$ cat src/rtl/boot_pkg.sv
// Shared types and constants for the flash boot loader.
// State encoding, SPI read command and bits-per-byte.
package boot_pkg;
  typedef enum logic [2:0] {
    ST_IDLE,
    ST_REQ,
    ST_RECV,
    ST_ACK,
    ST_GAP,
    ST_FLUSH,
    ST_DONE
  } state_e;

  localparam logic [7:0] SPI_READ_CMD  = 8'h03;
  localparam int         BITS_PER_BYTE = 8;
endpackage

$ cat src/rtl/flash_boot_loader_if.sv
// SPI-master request/response and RAM write-port bundle.
// master: the boot loader side; slave: SPI master + RAM side.
interface flash_boot_loader_if #(
  parameter int MEM_AW = 13
);
  logic              spi_en;
  logic [23:0]       spi_addr;
  logic              spi_read_req;
  logic [7:0]        spi_wr_data;
  logic [17:0]       spi_words_to_read;
  logic              spi_valid;
  logic [7:0]        spi_rd_data;
  logic              spi_end_transaction;
  logic              spi_rd_ack;
  logic              mem_we;
  logic [MEM_AW-1:0] mem_addr;
  logic [31:0]       mem_wdata;

  modport master (
    output spi_en, spi_addr, spi_read_req,
    output spi_wr_data, spi_words_to_read,
    output spi_rd_ack,
    input  spi_valid, spi_rd_data,
    input  spi_end_transaction,
    output mem_we, mem_addr, mem_wdata
  );

  modport slave (
    input  spi_en, spi_addr, spi_read_req,
    input  spi_wr_data, spi_words_to_read,
    input  spi_rd_ack,
    output spi_valid, spi_rd_data,
    output spi_end_transaction,
    input  mem_we, mem_addr, mem_wdata
  );
endinterface

$ cat src/rtl/byte_to_word_packer.sv
// Packs a byte stream into little-endian 32-bit RAM writes.
// Ports: clr/byte_valid/byte_data/flush in; lane, we/addr/wdata out.
module byte_to_word_packer #(
  parameter int MEM_AW = 13
) (
  input  logic              clk,
  input  logic              reset,
  input  logic              clr,
  input  logic              byte_valid,
  input  logic [7:0]        byte_data,
  input  logic              flush,
  output logic [1:0]        lane,
  output logic              we,
  output logic [MEM_AW-1:0] addr,
  output logic [31:0]       wdata
);
  logic [1:0]        lane_q, lane_d;
  logic [31:0]       word_q, word_d;
  logic [MEM_AW-1:0] idx_q, idx_d;
  logic              we_q, we_d;
  logic [MEM_AW-1:0] addr_q, addr_d;
  logic [31:0]       wdata_q, wdata_d;

  always_comb begin
    lane_d  = lane_q;
    word_d  = word_q;
    idx_d   = idx_q;
    we_d    = 1'b0;
    addr_d  = addr_q;
    wdata_d = wdata_q;
    if (clr) begin
      lane_d = '0;
      word_d = '0;
      idx_d  = '0;
    end else if (byte_valid) begin
      word_d[{lane_q, 3'b000} +: 8] = byte_data;
      lane_d = lane_q + 2'd1;
      if (lane_q == 2'd3) begin
        we_d    = 1'b1;
        addr_d  = idx_q;
        wdata_d = word_d;
        word_d  = '0;
        idx_d   = idx_q + 1'b1;
      end
    end else if (flush) begin
      // word_q upper lanes are already zero
      we_d    = 1'b1;
      addr_d  = idx_q;
      wdata_d = word_q;
      word_d  = '0;
      lane_d  = '0;
      idx_d   = idx_q + 1'b1;
    end
  end

  always_ff @(posedge clk) begin
    if (reset) begin
      lane_q  <= '0;
      word_q  <= '0;
      idx_q   <= '0;
      we_q    <= 1'b0;
      addr_q  <= '0;
      wdata_q <= '0;
    end else begin
      lane_q  <= lane_d;
      word_q  <= word_d;
      idx_q   <= idx_d;
      we_q    <= we_d;
      addr_q  <= addr_d;
      wdata_q <= wdata_d;
    end
  end

  assign lane  = lane_q;
  assign we    = we_q;
  assign addr  = addr_q;
  assign wdata = wdata_q;
endmodule

$ cat src/rtl/flash_boot_loader.sv
// Copies a fixed image from SPI flash into RAM, holding the CPU in reset.
// Ports: clk, reset, start, busy, done, cpu_rst, bus (SPI + RAM).
module flash_boot_loader
  import boot_pkg::*;
#(
  parameter logic [23:0] FLASH_BASE  = 24'h100000,
  parameter logic [31:0] IMAGE_BYTES = 32'd8192,
  parameter int          CHUNK_BYTES = 4096,
  parameter int          MEM_AW      = 13
) (
  input  logic clk,
  input  logic reset,
  input  logic start,
  output logic busy,
  output logic done,
  output logic cpu_rst,
  flash_boot_loader_if.master bus
);
  localparam logic [31:0] CHUNK_W = 32'(CHUNK_BYTES);
  localparam logic [17:0] BPB     = 18'(BITS_PER_BYTE);

  state_e      state_q, state_d;
  logic [31:0] rem_q, rem_d;
  logic [23:0] ptr_q, ptr_d;
  logic [23:0] addr_q, addr_d;
  logic [17:0] bits_q, bits_d;
  logic        done_q, done_d;
  logic        cpu_rst_q, cpu_rst_d;
  logic [14:0] len_c;
  logic        pk_clr, pk_valid, pk_flush;
  logic [1:0]  pk_lane;

  always_comb begin
    state_d   = state_q;
    rem_d     = rem_q;
    ptr_d     = ptr_q;
    addr_d    = addr_q;
    bits_d    = bits_q;
    done_d    = done_q;
    cpu_rst_d = cpu_rst_q;
    len_c     = '0;
    pk_clr    = 1'b0;
    pk_valid  = 1'b0;
    pk_flush  = 1'b0;
    unique case (state_q)
      ST_IDLE: begin
        if (start) begin
          done_d = 1'b0;
          if (IMAGE_BYTES == 32'd0) begin
            state_d = ST_DONE;
          end else begin
            rem_d   = IMAGE_BYTES;
            ptr_d   = FLASH_BASE;
            pk_clr  = 1'b1;
            state_d = ST_REQ;
          end
        end
      end
      ST_REQ: state_d = ST_RECV;
      ST_RECV: begin
        if (bus.spi_valid) begin
          pk_valid = 1'b1;
          rem_d    = rem_q - 32'd1;
          ptr_d    = ptr_q + 24'd1;
        end
        if (bus.spi_end_transaction) state_d = ST_ACK;
      end
      ST_ACK: state_d = ST_GAP;
      ST_GAP: begin
        if (rem_q != 32'd0)       state_d = ST_REQ;
        else if (pk_lane != 2'd0) state_d = ST_FLUSH;
        else                      state_d = ST_DONE;
      end
      ST_FLUSH: begin
        pk_flush = 1'b1;
        state_d  = ST_DONE;
      end
      ST_DONE: state_d = ST_IDLE;
      default: state_d = ST_IDLE;
    endcase
    // Chunk request is latched on entry so it is valid with spi_en
    if (state_d == ST_REQ) begin
      len_c  = (rem_d < CHUNK_W) ? rem_d[14:0] : CHUNK_W[14:0];
      addr_d = ptr_d;
      bits_d = 18'(len_c) * BPB;
    end
    if (state_d == ST_DONE) begin
      done_d    = 1'b1;
      cpu_rst_d = 1'b0;
    end
  end

  always_ff @(posedge clk) begin
    if (reset) begin
      state_q   <= ST_IDLE;
      rem_q     <= '0;
      ptr_q     <= '0;
      addr_q    <= '0;
      bits_q    <= '0;
      done_q    <= 1'b0;
      cpu_rst_q <= 1'b1;
    end else begin
      state_q   <= state_d;
      rem_q     <= rem_d;
      ptr_q     <= ptr_d;
      addr_q    <= addr_d;
      bits_q    <= bits_d;
      done_q    <= done_d;
      cpu_rst_q <= cpu_rst_d;
    end
  end

  byte_to_word_packer #(.MEM_AW(MEM_AW)) u_pack (
    .clk        (clk),
    .reset      (reset),
    .clr        (pk_clr),
    .byte_valid (pk_valid),
    .byte_data  (bus.spi_rd_data),
    .flush      (pk_flush),
    .lane       (pk_lane),
    .we         (bus.mem_we),
    .addr       (bus.mem_addr),
    .wdata      (bus.mem_wdata)
  );

  assign busy    = (state_q != ST_IDLE) && (state_q != ST_DONE);
  assign done    = done_q;
  assign cpu_rst = cpu_rst_q;

  assign bus.spi_en            = (state_q == ST_REQ);
  assign bus.spi_rd_ack        = (state_q == ST_ACK);
  assign bus.spi_addr          = addr_q;
  assign bus.spi_words_to_read = bits_q;
  assign bus.spi_read_req      = 1'b1;
  assign bus.spi_wr_data       = 8'h00;
endmodule

$ cat src/flat_wrapper.sv
// flat-port wrapper written by rule: the top's interface ports become plain ports
module flash_boot_loader_flat import boot_pkg::*;
#(
  parameter logic [23:0] FLASH_BASE  = 24'h100000,
  parameter logic [31:0] IMAGE_BYTES = 32'd8192,
  parameter int          CHUNK_BYTES = 4096,
  parameter int          MEM_AW      = 13
)
  (clk, reset, start, busy, done, cpu_rst, bus_spi_en, bus_spi_addr, bus_spi_read_req, bus_spi_wr_data, bus_spi_words_to_read, bus_spi_rd_ack, bus_spi_valid, bus_spi_rd_data, bus_spi_end_transaction, bus_mem_we, bus_mem_addr, bus_mem_wdata);
  flash_boot_loader_if #(.MEM_AW(MEM_AW)) bus_i ();
  input  logic clk;
  input  logic reset;
  input  logic start;
  output logic busy;
  output logic done;
  output logic cpu_rst;
  output wire logic [$bits(bus_i.spi_en)-1:0] bus_spi_en;
  output wire logic [$bits(bus_i.spi_addr)-1:0] bus_spi_addr;
  output wire logic [$bits(bus_i.spi_read_req)-1:0] bus_spi_read_req;
  output wire logic [$bits(bus_i.spi_wr_data)-1:0] bus_spi_wr_data;
  output wire logic [$bits(bus_i.spi_words_to_read)-1:0] bus_spi_words_to_read;
  output wire logic [$bits(bus_i.spi_rd_ack)-1:0] bus_spi_rd_ack;
  input wire logic [$bits(bus_i.spi_valid)-1:0] bus_spi_valid;
  input wire logic [$bits(bus_i.spi_rd_data)-1:0] bus_spi_rd_data;
  input wire logic [$bits(bus_i.spi_end_transaction)-1:0] bus_spi_end_transaction;
  output wire logic [$bits(bus_i.mem_we)-1:0] bus_mem_we;
  output wire logic [$bits(bus_i.mem_addr)-1:0] bus_mem_addr;
  output wire logic [$bits(bus_i.mem_wdata)-1:0] bus_mem_wdata;
  assign bus_spi_en = bus_i.spi_en;
  assign bus_spi_addr = bus_i.spi_addr;
  assign bus_spi_read_req = bus_i.spi_read_req;
  assign bus_spi_wr_data = bus_i.spi_wr_data;
  assign bus_spi_words_to_read = bus_i.spi_words_to_read;
  assign bus_spi_rd_ack = bus_i.spi_rd_ack;
  assign bus_i.spi_valid = bus_spi_valid;
  assign bus_i.spi_rd_data = bus_spi_rd_data;
  assign bus_i.spi_end_transaction = bus_spi_end_transaction;
  assign bus_mem_we = bus_i.mem_we;
  assign bus_mem_addr = bus_i.mem_addr;
  assign bus_mem_wdata = bus_i.mem_wdata;
  flash_boot_loader #(.FLASH_BASE(FLASH_BASE), .IMAGE_BYTES(IMAGE_BYTES), .CHUNK_BYTES(CHUNK_BYTES), .MEM_AW(MEM_AW)) u_core (.clk(clk), .reset(reset), .start(start), .busy(busy), .done(done), .cpu_rst(cpu_rst), .bus(bus_i));
endmodule
$ cat config.mk
export PLATFORM = sky130hd
export DESIGN_NAME = flash_boot_loader_flat
export DESIGN_NICKNAME = d
export VERILOG_FILES = /design/src/rtl/boot_pkg.sv /design/src/rtl/flash_boot_loader_if.sv /design/src/rtl/byte_to_word_packer.sv /design/src/rtl/flash_boot_loader.sv /design/src/flat_wrapper.sv
export SDC_FILE = /design/constraint.sdc
export NUM_CORES = 1
export LEC_CHECK = 0
export CAP_MARGIN = 10
export CORE_MARGIN = 3
export CORE_UTILIZATION = 55
export CTS_BUF_LIST = sky130_fd_sc_hd__clkbuf_16
export DETAILED_ROUTE_END_ITERATION = 8
export PLACE_DENSITY = 0.79
export REMOVE_ABC_BUFFERS = 1
export SETUP_SLACK_MARGIN = 0.02
export SLEW_MARGIN = 20
export SYNTH_ARGS = -nofsm -noshare
export SYNTH_HDL_FRONTEND = slang
export SYNTH_SLANG_ARGS = --single-unit
$ cat constraint.sdc
create_clock -name clk -period 3 [get_ports clk]
set_input_delay 0.3 -clock clk [delete_from_list [all_inputs] [get_ports clk]]
set_output_delay 0.3 -clock clk [all_outputs]
set_load 0.01 [all_outputs]
==> flow_summary.json, run 1 <==
{
  "slew_headroom_pct": 46.6,
  "fmax_mhz": 341,
  "root_buffer": "clkbuf_16",
  "worstSetupEndpointType": "flop",
  "grt_use_total_pct": 27.1,
  "fin_nets": 1314,
  "yosysMostFrequentCell": "nor2_1",
  "synthesis.area_um2": 9220,
  "fin_ws_ps": 70.7,
  "ys.flop_type": "dfxtp_1",
  "via_per_inst": 5.88,
  "fin_util_pct": 70.7,
  "status": "completed",
  "leakage_uw": 0.00411,
  "cts_hold_buf": 0,
  "synth_edf_count": 0,
  "grt_max_degree": 78,
  "yosys.area_share.simple_pct": 27.7,
  "synthMuxAreaShare_pct": 0.855,
  "postRouteAntennaNets": 0,
  "design_area_um2": 11400,
  "dpl_worst_slack_ps": -312,
  "drv_cap": 0,
  "ios": 115,
  "synth-adder-area-share_pct": 1.22,
  "numCtsBuffers": 17,
  "grt_pass1_vias": 8105,
  "dr_total_vias": 8941,
  "yosys-top-cells-count": "200 x nor2_1, 193 x dfxtp_1, 138 x nand2_1",
  "drtIter0Drc": 864,
  "synth_largest_area_cell": "dfxtp_1",
  "critPathMaxFanout": 10,
  "core_area_um2": 16100,
  "cts_tree": "done",
  "syn_inst": 1178,
  "gr-total-overflow": 0,
  "cp.required_ps": 3370,
  "ys_ff_latch": 193,
  "irDropWorstVdd_mv": 0.438,
  "hpwl_mm": 17.0,
  "start_util_pct": 57.2,
  "clock_path_buffers": 2,
  "fillers": 1291,
  "syn_area_per_cell_um2": 7.82,
  "fin_crit_sh_pct": 97.6,
  "setup_viol": 0,
  "firstDrtPassIters": 5,
  "cts.sinks": 193,
  "drv_slew": 0,
  "startpoint_type": "flop",
  "p_per_area_nw_per_um2": 545,
  "dieArea_um2": 18300,
  "r2r_slack_ps": 70,
  "gp_congestion": 0.950,
  "grt_pass1_wl_mm": 40.7,
  "htree_num_levels": 4,
  "drive_gt1_share_pct": 12.3,
  "synthArstFlopShare_pct": 0,
  "rsz0062_at_grt": "false",
  "finalClockSkew_ps": 12.6,
  "synth_cell_types": 71,
  "rows": 46,
  "die_h_um": 135,
  "wl_mm": 25.1,
  "antenna_found_initial": 0,
  "die_w_um": 135,
  "cp_data_arrival_time_ps": 3300,
  "drc": 0,
  "synth_warnings": 0,
  "synth_xor_area_share_pct": 1.24,
  "fin_crit_ps": 2930,
  "antenna_cells": 0,
  "tns_ps": 0,
  "area_growth_pct": 23.6,
  "synth_top_family_by_area": "simple AND/OR/NAND/NOR gates",
  "tightest_slew_ps": 801,
  "placed_area_um2": 10800,
  "numPortBuffers": 102,
  "hold_viol_final": 0,
  "synth_seq_area_share_pct": 41.9,
  "synth.area.top_cells": "dfxtp_1 42%, nor2_1 8.1%, nand2_1 5.6%",
  "wl_per_cell_um": 16.5,
  "cts.clk_slew.worst_paths_ps": 70,
  "synth_top_area_share_pct": 41.9,
  "hp-class": "in -> reg",
  "critPathKind": "reg -> reg",
  "clk_latency_ps": 430,
  "synth_compound_area_share_pct": 20.4
}
==> per-layer routing <==
layer  vias up  global-route usage (%)  share of wire (%)  wire length [um]
met1      4221                    38.5                 46             11600
met4         0                    7.39                1.4               351
li1       4383                       -                  -                 -
met2       313                    42.8                 47             11700
met5         -                       0                  0                 0
met3        24                    4.75                6.1              1520
==> stage by stage <==
| stage | cells | hold WS, ps | power [uW] |
|---|---|---|---|
| after floorplan | 1097 | 369 | 3370 |
| after global placement | 1489 | 439 | 3940 |
| after detailed placement | 1489 | 443 | 3950 |
| after CTS | 1521 | 343 | 6220 |
| after global routing | 1521 | 350 | 6460 |
| final | 1521 | 337 | 6220 |
==> kinds of logic after synthesis <==
| family | count (synthesis) |
|---|---|
| and+or+nand+nor | 525 |
| muxes | 7 |
| DFF | 193 |
| buffers and inverters | 133 |
| other | 2 |
| adders and majority gates | 9 |
| AOI/OAI and AO/OA | 296 |
| xor gates and xnor gates | 13 |
==> report_power, final <==
| part | switching (uW) | leakage [uW] | internal [uW] |
|---|---|---|---|
| Combinational | 735 | 0.00226 | 505 |
| Sequential | 58.1 | 0.00156 | 2630 |
| Clock | 1100 | 0.000290 | 1190 |
==> path summary, 6_finish.rpt <==
| check | from | end | cells after the start |
|---|---|---|---|
| max | u_core.rem_q[4] | u_core.bus.spi_words_to_read[7] | 9 |
| min | reset | u_core.u_pack.wdata[25] | 2 |
| max reg2reg | u_core.rem_q[4] | u_core.bus.spi_words_to_read[7] | 9 |
| min reg2reg | u_core.u_pack.addr[10] | u_core.u_pack.addr[10] | 2 |
==> layout by cell type (no fill, tap or decap), types with 12 or more instances in the layout <==
master and n:
nor2_1 197, dfxtp_1 193, nand2_1 137, clkdlybuf4s50_1 101
a21oi_1 94, buf_4 69, o21ai_0 60, a211oi_1 45
inv_1 41, a22oi_1 37, nand4_1 32, nor3_1 25
nor4_1 18, nand3_1 17, clkbuf_16 17, nor3b_1 15
conb_1 12
==> final cells by class <==
class / instances / area (um2) / share of cell area, %
multi-input combinational: 862 / 4860 / 42.7
clock inverter: 15 / 166 / 1.46
timing repair buffer: 176 / 1650 / 14.5
clock buffer: 17 / 425 / 3.73
sequential: 193 / 3860 / 33.9
tap: 216 / 270 / 2.37
inverter: 42 / 158 / 1.38
==> flip-flops by register name, indices dropped and copies added (netlist names), 13 cells and up <==
register / flops
u_core.bus.spi_addr: 24
u_core.bus.spi_words_to_read: 15
u_core.ptr_q: 24
u_core.rem_q: 32
u_core.u_pack.addr: 13
u_core.u_pack.idx_q: 13
u_core.u_pack.wdata: 32
u_core.u_pack.word_q: 32
==> what timing repair did <==
action / 4_1_cts / 5_1_grt
setup endpoints to repair: 10 / 12
gates resized for setup: 1 / 4
cloned: 0 / 0
buffers inserted: 0 / 0
==> critical path: stages, from the launching register on <==
cell,delay (ps)
dfxtp_1,320
buf_4,140
or3_1,530
nor4_2,470
nand3_1,130
a21oi_1,240
nand3_1,140
or4_4,580
buf_12,180
o21ai_2,120
Power figures use the tool's default switching activity.
==> inputs of run 2 (changes only) <==
--- a/config.mk
+++ b/config.mk
@@ -5,7 +5,7 @@
 export SDC_FILE = /design/constraint.sdc
 export NUM_CORES = 1
 export LEC_CHECK = 0
-export CAP_MARGIN = 10
+export CAP_MARGIN = 0
 export CORE_MARGIN = 3
 export CORE_UTILIZATION = 55
 export CTS_BUF_LIST = sky130_fd_sc_hd__clkbuf_16
@@ -13,7 +13,9 @@
 export PLACE_DENSITY = 0.79
 export REMOVE_ABC_BUFFERS = 1
 export SETUP_SLACK_MARGIN = 0.02
+export SKIP_CTS_REPAIR_TIMING = 1
 export SLEW_MARGIN = 20
 export SYNTH_ARGS = -nofsm -noshare
 export SYNTH_HDL_FRONTEND = slang
+export SYNTH_HIERARCHICAL = 1
 export SYNTH_SLANG_ARGS = --single-unit
==> flow_summary.json, run 2 <==
{
  "r2r_slack_ps": 140,
  "setup_viol": 0,
  "cts.sinks": 193,
  "drive_gt1_share_pct": 11.5,
  "synth_warnings": 6,
  "cp.required_ps": 3320,
  "root_buffer": "clkbuf_16",
  "area_growth_pct": 20.0,
  "antenna_found_initial": 0,
  "yosysMostFrequentCell": "dfxtp_1",
  "grt_use_total_pct": 25.3,
  "wl_per_cell_um": 16.9,
  "antenna_cells": 0,
  "drc": 0,
  "drv_cap": 0,
  "status": "completed",
  "grt_pass1_wl_mm": 37.5,
  "startpoint_type": "flop",
  "hpwl_mm": 14.8,
  "htree_num_levels": 4,
  "synth_largest_area_cell": "dfxtp_1",
  "slew_headroom_pct": 37.9,
  "rsz0062_at_grt": "false",
  "crit_chain": "or4_4, or4_1, or4_4, o21bai_1, a21oi_1, a2111o_1, o21a_1",
  "grt_pass1_vias": 7571,
  "clock_path_buffers": 2,
  "dp.cells": 1317,
  "dpl_worst_slack_ps": -169,
  "hp-class": "in -> reg",
  "p_per_area_nw_per_um2": 541,
  "ios": 115,
  "fin_crit_sh_pct": 95.4,
  "numCtsBuffers": 17,
  "gp_congestion": 0.873,
  "gr-total-overflow": 0,
  "wl_mm": 22.8,
  "synth_edf_count": 0,
  "cts.clk_slew.worst_paths_ps": 70,
  "syn_area_per_cell_um2": 8.56,
  "cp_data_arrival_time_ps": 3190,
  "synth_top_area_share_pct": 43.2,
  "cpLargestDelayFamily": "simple AND/OR/NAND/NOR gates",
  "tightest_slew_ps": 931,
  "rows": 46,
  "synth_cell_types": 75,
  "finalClockSkew_ps": 8.11,
  "synthesis.area_um2": 8950,
  "cts_tree": "done",
  "fmax_mhz": 349,
  "fin_ws_ps": 138,
  "synthArstFlopShare_pct": 0,
  "seqCellArea_um2": 3860,
  "via_per_inst": 6.07,
  "whs_ps": 326,
  "drtIter0Drc": 646,
  "irDropWorstVdd_mv": 0.447,
  "cpMaxStageDelayCell": "or4_4",
  "die_w_um": 134,
  "die_h_um": 134,
  "yosys-top-cells-count": "193 x dfxtp_1, 113 x a21oi_1, 85 x nor2_1",
  "dieArea_um2": 17800,
  "fillers": 1362,
  "critPathMaxFanout": 8,
  "synth.area.top_cells": "dfxtp_1 43%, a21oi_1 6.3%, nand3_1 4.3%",
  "firstDrtPassIters": 5,
  "cp_num_buf_inv": 0,
  "clk_latency_ps": 430,
  "path_common_cell": "or4_4",
  "synth_seq_area_share_pct": 43.2,
  "final_common_cell": "dfxtp_1",
  "ys_ff_latch": 193,
  "grt_max_degree": 67,
  "tns_ps": 0,
  "syn_inst": 1046,
  "hold_viol_final": 0,
  "drv_slew": 0,
  "core_area_um2": 15900,
  "multi_input_area_um2": 4580,
  "numPortBuffers": 102,
  "fin_cells": 1349,
  "ys.flop_type": "dfxtp_1",
  "start_util_pct": 56.3,
  "dr_total_vias": 8184,
  "cpPeakStageDelay_ps": 580,
  "postRouteAntennaNets": 0,
  "leakage_uw": 0.00355,
  "fin_crit_ps": 2860,
  "critPathKind": "reg -> reg",
  "worstSetupEndpointType": "flop",
  "fin_nets": 1143,
  "final_cell_mix": "193 x dfxtp_1, 113 x a21oi_1, 101 x clkdlybuf4s50_1"
}
## run 2: cell types whose count changed after synthesis, sizes merged, moves of 24 or more
cell	before	now
nand3	18	77
inv	42	15
a32oi	0	24
nand2	138	51
a22oi	37	6
nor2	200	86
## run 2: logic make-up after synthesis
| group | count (synthesis) | synth area share (%) |
|---|---|---|
| DFF | 193 | 43.2 |
| other | 2 | 0.0839 |
| xor gates and xnor gates | 9 | 0.881 |
| adders and majority gates | 10 | 1.40 |
| buffers and inverters | 121 | 6.46 |
| and+or+nand+nor | 367 | 22.0 |
| AOI/OAI and AO/OA | 322 | 23.4 |
| muxes | 22 | 2.60 |
## run 2: layout make-up
type | instances | share of cell area, %
Clock buffer | 17 | 3.96
Clock inverter | 15 | 1.24
Inverter | 16 | 0.559
Multi-Input combinational cell | 742 | 42.6
Sequential cell | 193 | 36.0
Tap cell | 216 | 2.52
Timing Repair Buffer | 150 | 13.1
## run 2: worst register-to-register path, cell delays in order (launching register included)
cell and delay (ps):
dfxtp_1 380, or4_4 580, or4_1 530, or4_4 480, o21bai_1 170, a21oi_1 90, a2111o_1 410, o21a_1 110
## run 2: per-layer routing
layer	routed length [um]	track usage, %	part of all wire, %
met5	0	0	0
met2	10900	40.9	48
met1	10200	33.9	45
met4	484	9.60	2.1
met3	1200	4.49	5.3
## run 2: final timing paths
| path | from | endpoint | depth (start not counted) |
|---|---|---|---|
| worst max register to register | u_core/rem_q[27] | u_core/cpu_rst | 7 |
| worst max-delay path | u_core/rem_q[27] | u_core/cpu_rst | 7 |
| worst min-delay path | reset | u_core/rem_q[23] | 2 |
| worst min register to register | u_core/bus.spi_words_to_read[4] | u_core/bus.spi_words_to_read[4] | 2 |
## run 2: metrics by stage
stage | total power, uW | util (%) | cell area, um2
2_1_floorplan | 3260 | - | 8470
3_3_place_gp | 3660 | 64.0 | 10200
3_5_place_dp | 3680 | 64.0 | 10200
4_1_cts | 5830 | 67.5 | 10700
5_1_grt | 6050 | 67.6 | 10700
6_report | 5810 | 67.6 | 10700
## run 2: where the power goes
| part | switching [uW] | internal [uW] | total, uW |
|---|---|---|---|
| clock network | 1010 | 1150 | 2170 |
| logic | 589 | 367 | 956 |
| registers | 55.4 | 2630 | 2690 |
| total | 1660 | 4150 | 5810 |
==> RTL edit (settings of run 1) <==
Make the reset (`reset`) asynchronous in 2 clocked blocks.
--- a/src/rtl/byte_to_word_packer.sv
+++ b/src/rtl/byte_to_word_packer.sv
@@ -53,7 +53,7 @@
     end
   end
 
-  always_ff @(posedge clk) begin
+  always_ff @(posedge clk or posedge reset) begin
     if (reset) begin
       lane_q  <= '0;
       word_q  <= '0;
--- a/src/rtl/flash_boot_loader.sv
+++ b/src/rtl/flash_boot_loader.sv
@@ -90,7 +90,7 @@
     end
   end
 
-  always_ff @(posedge clk) begin
+  always_ff @(posedge clk or posedge reset) begin
     if (reset) begin
       state_q   <= ST_IDLE;
       rem_q     <= '0;
Check against the original RTL: differs if reset is asserted again (counterexample within 4 cycles, from zero or initial values and one cycle with reset high); with reset held inactive, the same outputs for 4 cycles.
==> RTL edit against run 1 <==
  * The run now ends with setup timing left
  * Maximum frequency down 2.5%
  * Final area shrank 1.2%
  * Setup slack lost 0.075 ns
  * Synthesized area down 4.1%
  * Sequential share of layout area is 9.0 points higher
  * Sequential cell count did not move
  * Synthesized cell count decreased by 28%
  * Count of clock-buffer cells in the layout unchanged
  * Cell count shrank 19%
  * Wire length is 13% lower
  * Highest routed layer unchanged
Power is not compared: it rests on default switching activity, and its combinational part moved more than twofold at a synthesized area within 25%.
==> RTL edit: results (changes against run 1) <==
[critical_path]
worstPathArrival_ns = 3.37  ; was 3.30 ns
rr_endpoint = u_core.bus.spi_words_to_read[9]$_DFFE_PP0N_  ; was u_core.bus.spi_words_to_read[7]$_SDFFE_PP0N_
crit_type = reg -> reg  ; unchanged
endpoint = u_core.bus.spi_words_to_read[9]$_DFFE_PP0N_  ; was u_core.bus.spi_words_to_read[7]$_SDFFE_PP0N_
cp_max_fo = 13  ; was 10
crit_slowest_cell = or4_4  ; unchanged
rr_worst_depth = 8  ; was 9
critical-path-top-delay-family = simple AND/OR/NAND/NOR gates  ; unchanged
cp_slowest_stage_delay_ns = 0.57
r2r-start = u_core.rem_q[15]$_DFF_PP0_  ; was u_core.rem_q[4]$_SDFF_PP0_

[outcome]
violations = setup timing
outcome = complete, but fails checks  ; was finished clean

[clock_tree]
clock_path_buffers = 2  ; unchanged
cts_made_buffers = 17  ; unchanged
htree_levels = 4  ; unchanged
root_buffer = clkbuf_16  ; unchanged
clkSlewWorstSetupHoldPaths_ns = 0.08
clock_latency_ns = 0.43  ; about the same

[final_layout]
antennaDiodeCount = 0  ; unchanged
nNetsFinal = 1031  ; was 1,314
layout-drive-gt1-share = 0.1685  ; was 0.1234
n_fill_cell = 1124  ; was 1,291

[drt]
dr_wl_met2_um = 10310  ; was 11,720 um
highest_layer = met4  ; unchanged
wl_met3_um = 1347  ; was 1522 um
drt_wl_total_um = 21960  ; was 25,140 um
initialDrtViolationCount = 534  ; was 864
viasPerCell = 5.847  ; was 5.878
drt_pre_antenna_iters = 7  ; was 5
via_count = 7204  ; was 8,941
route.layer.met1.wl_um = 9769  ; was 11,550 um

[hold_path]
min_path_type = in -> async  ; was in -> reg

[placement]
dpl.cell_count = 1197  ; was 1,489
dp_hpwl_um = 15190  ; was 16,950 um
gp_congestion = 0.9035  ; was 0.9502
pre_cts_slack_ns = -0.1908  ; was -0.3117 ns
io_buffers = 102  ; unchanged
placed_area_um2 = 10560  ; was 10,780 um2

[sta]
fin_tns_setup_ns = -0.004490  ; was 0 ns
worst_hold_slack_ns = 0.3688  ; was 0.3371 ns
maxSlewHeadroom = 0.5881  ; was 0.4657
finalSetupViolations = 1  ; was 0
skew_ns = 0.008828  ; was 0.01257 ns
setup_ws_ns = -0.004490  ; was 0.07069 ns

[synth]
ys_top_cells_by_count = 192 x dfrtp_1, 103 x nand2_1, 68 x o21ai_0  ; was 200 x nor2_1, 193 x dfxtp_1, 138 x nand2_1
synth.area.top_cells = dfrtp_1 54%, a22o_1 4.6%, mux2_2 4.5%  ; was dfxtp_1 42%, nor2_1 8.1%, nand2_1 5.6%
synth-seq-area-share = 0.5464  ; was 0.4192
synthCells = 847  ; was 1,178
synth_cell_types = 54  ; was 71
ys_warn_count = 0  ; unchanged
synth_async_sr_flop_share = 1.000  ; was 0

[grt]
track_usage = 0.2507  ; was 0.2711
grt_max_degree = 90  ; was 78
grt_pass1_vias = 6897  ; was 8,105
grt_pass1_wl_um = 35540  ; was 40,690 um

[power]
vdd_ir_drop_max_mv = 0.5524
leakage_uw = 0.005043

[die]
start_util = 0.5710  ; was 0.5719

RTL edit: cell count changes in the layout (fill, tap and decap cells not counted), sizes merged, moves of 28 or more:
cell,before,now
a22o,0,46
dfrtp,0,192
a211oi,46,0
nor2,200,47
nand2,138,103
dfxtp,193,0
a21oi,95,36
mux2,7,35
RTL edit: repair_timing:
| action | in CTS | in global routing |
|---|---|---|
| setup endpoints to repair | 13 | 24 |
| resized for setup | 6 | 6 |
| pin swaps | 5 | 3 |
| setup buffers | 0 | 3 |
| hold endpoints to repair | 0 | 0 |
RTL edit: where the power goes:
group	leakage [uW]	total (uW)	switching [uW]	internal (uW)
Sequential	0.00265	3160	268	2890
Clock	0.000304	2360	1030	1330
Combinational	0.00209	3390	1940	1450
RTL edit: metal layers:
| layer | vias to the layer above | track usage |
|---|---|---|
| met5 | - | 0 |
| met4 | 0 | 0.09180 |
| met3 | 40 | 0.04943 |
| met2 | 270 | 0.3894 |
| met1 | 3476 | 0.3535 |
| li1 | 3418 | - |
RTL edit: area by class of cell:
| type | count | area, um2 | area share |
|---|---|---|---|
| flip-flops and latches | 193 | 4831 | 0.4292 |
| clock buffers | 17 | 425.4 | 0.03780 |
| repair buffers | 186 | 1680 | 0.1493 |
| clock inverters | 15 | 187.7 | 0.01668 |
| multi-input cells | 592 | 3791 | 0.3369 |
| inverters | 18 | 75.07 | 0.006670 |
| well taps | 211 | 264.0 | 0.02346 |
RTL edit: cell families after synthesis:
group | after synthesis | synth area share
AO/OA/AOI/OAI | 227 | 0.1694
buffers and inverters | 72 | 0.03750
XOR/XNOR | 8 | 0.007926
other | 2 | 0.0008495
flip-flops | 193 | 0.5464
AND/OR/NAND/NOR | 285 | 0.1622
adder cells (fa/ha/maj) | 10 | 0.01415
multiplexers | 50 | 0.06156
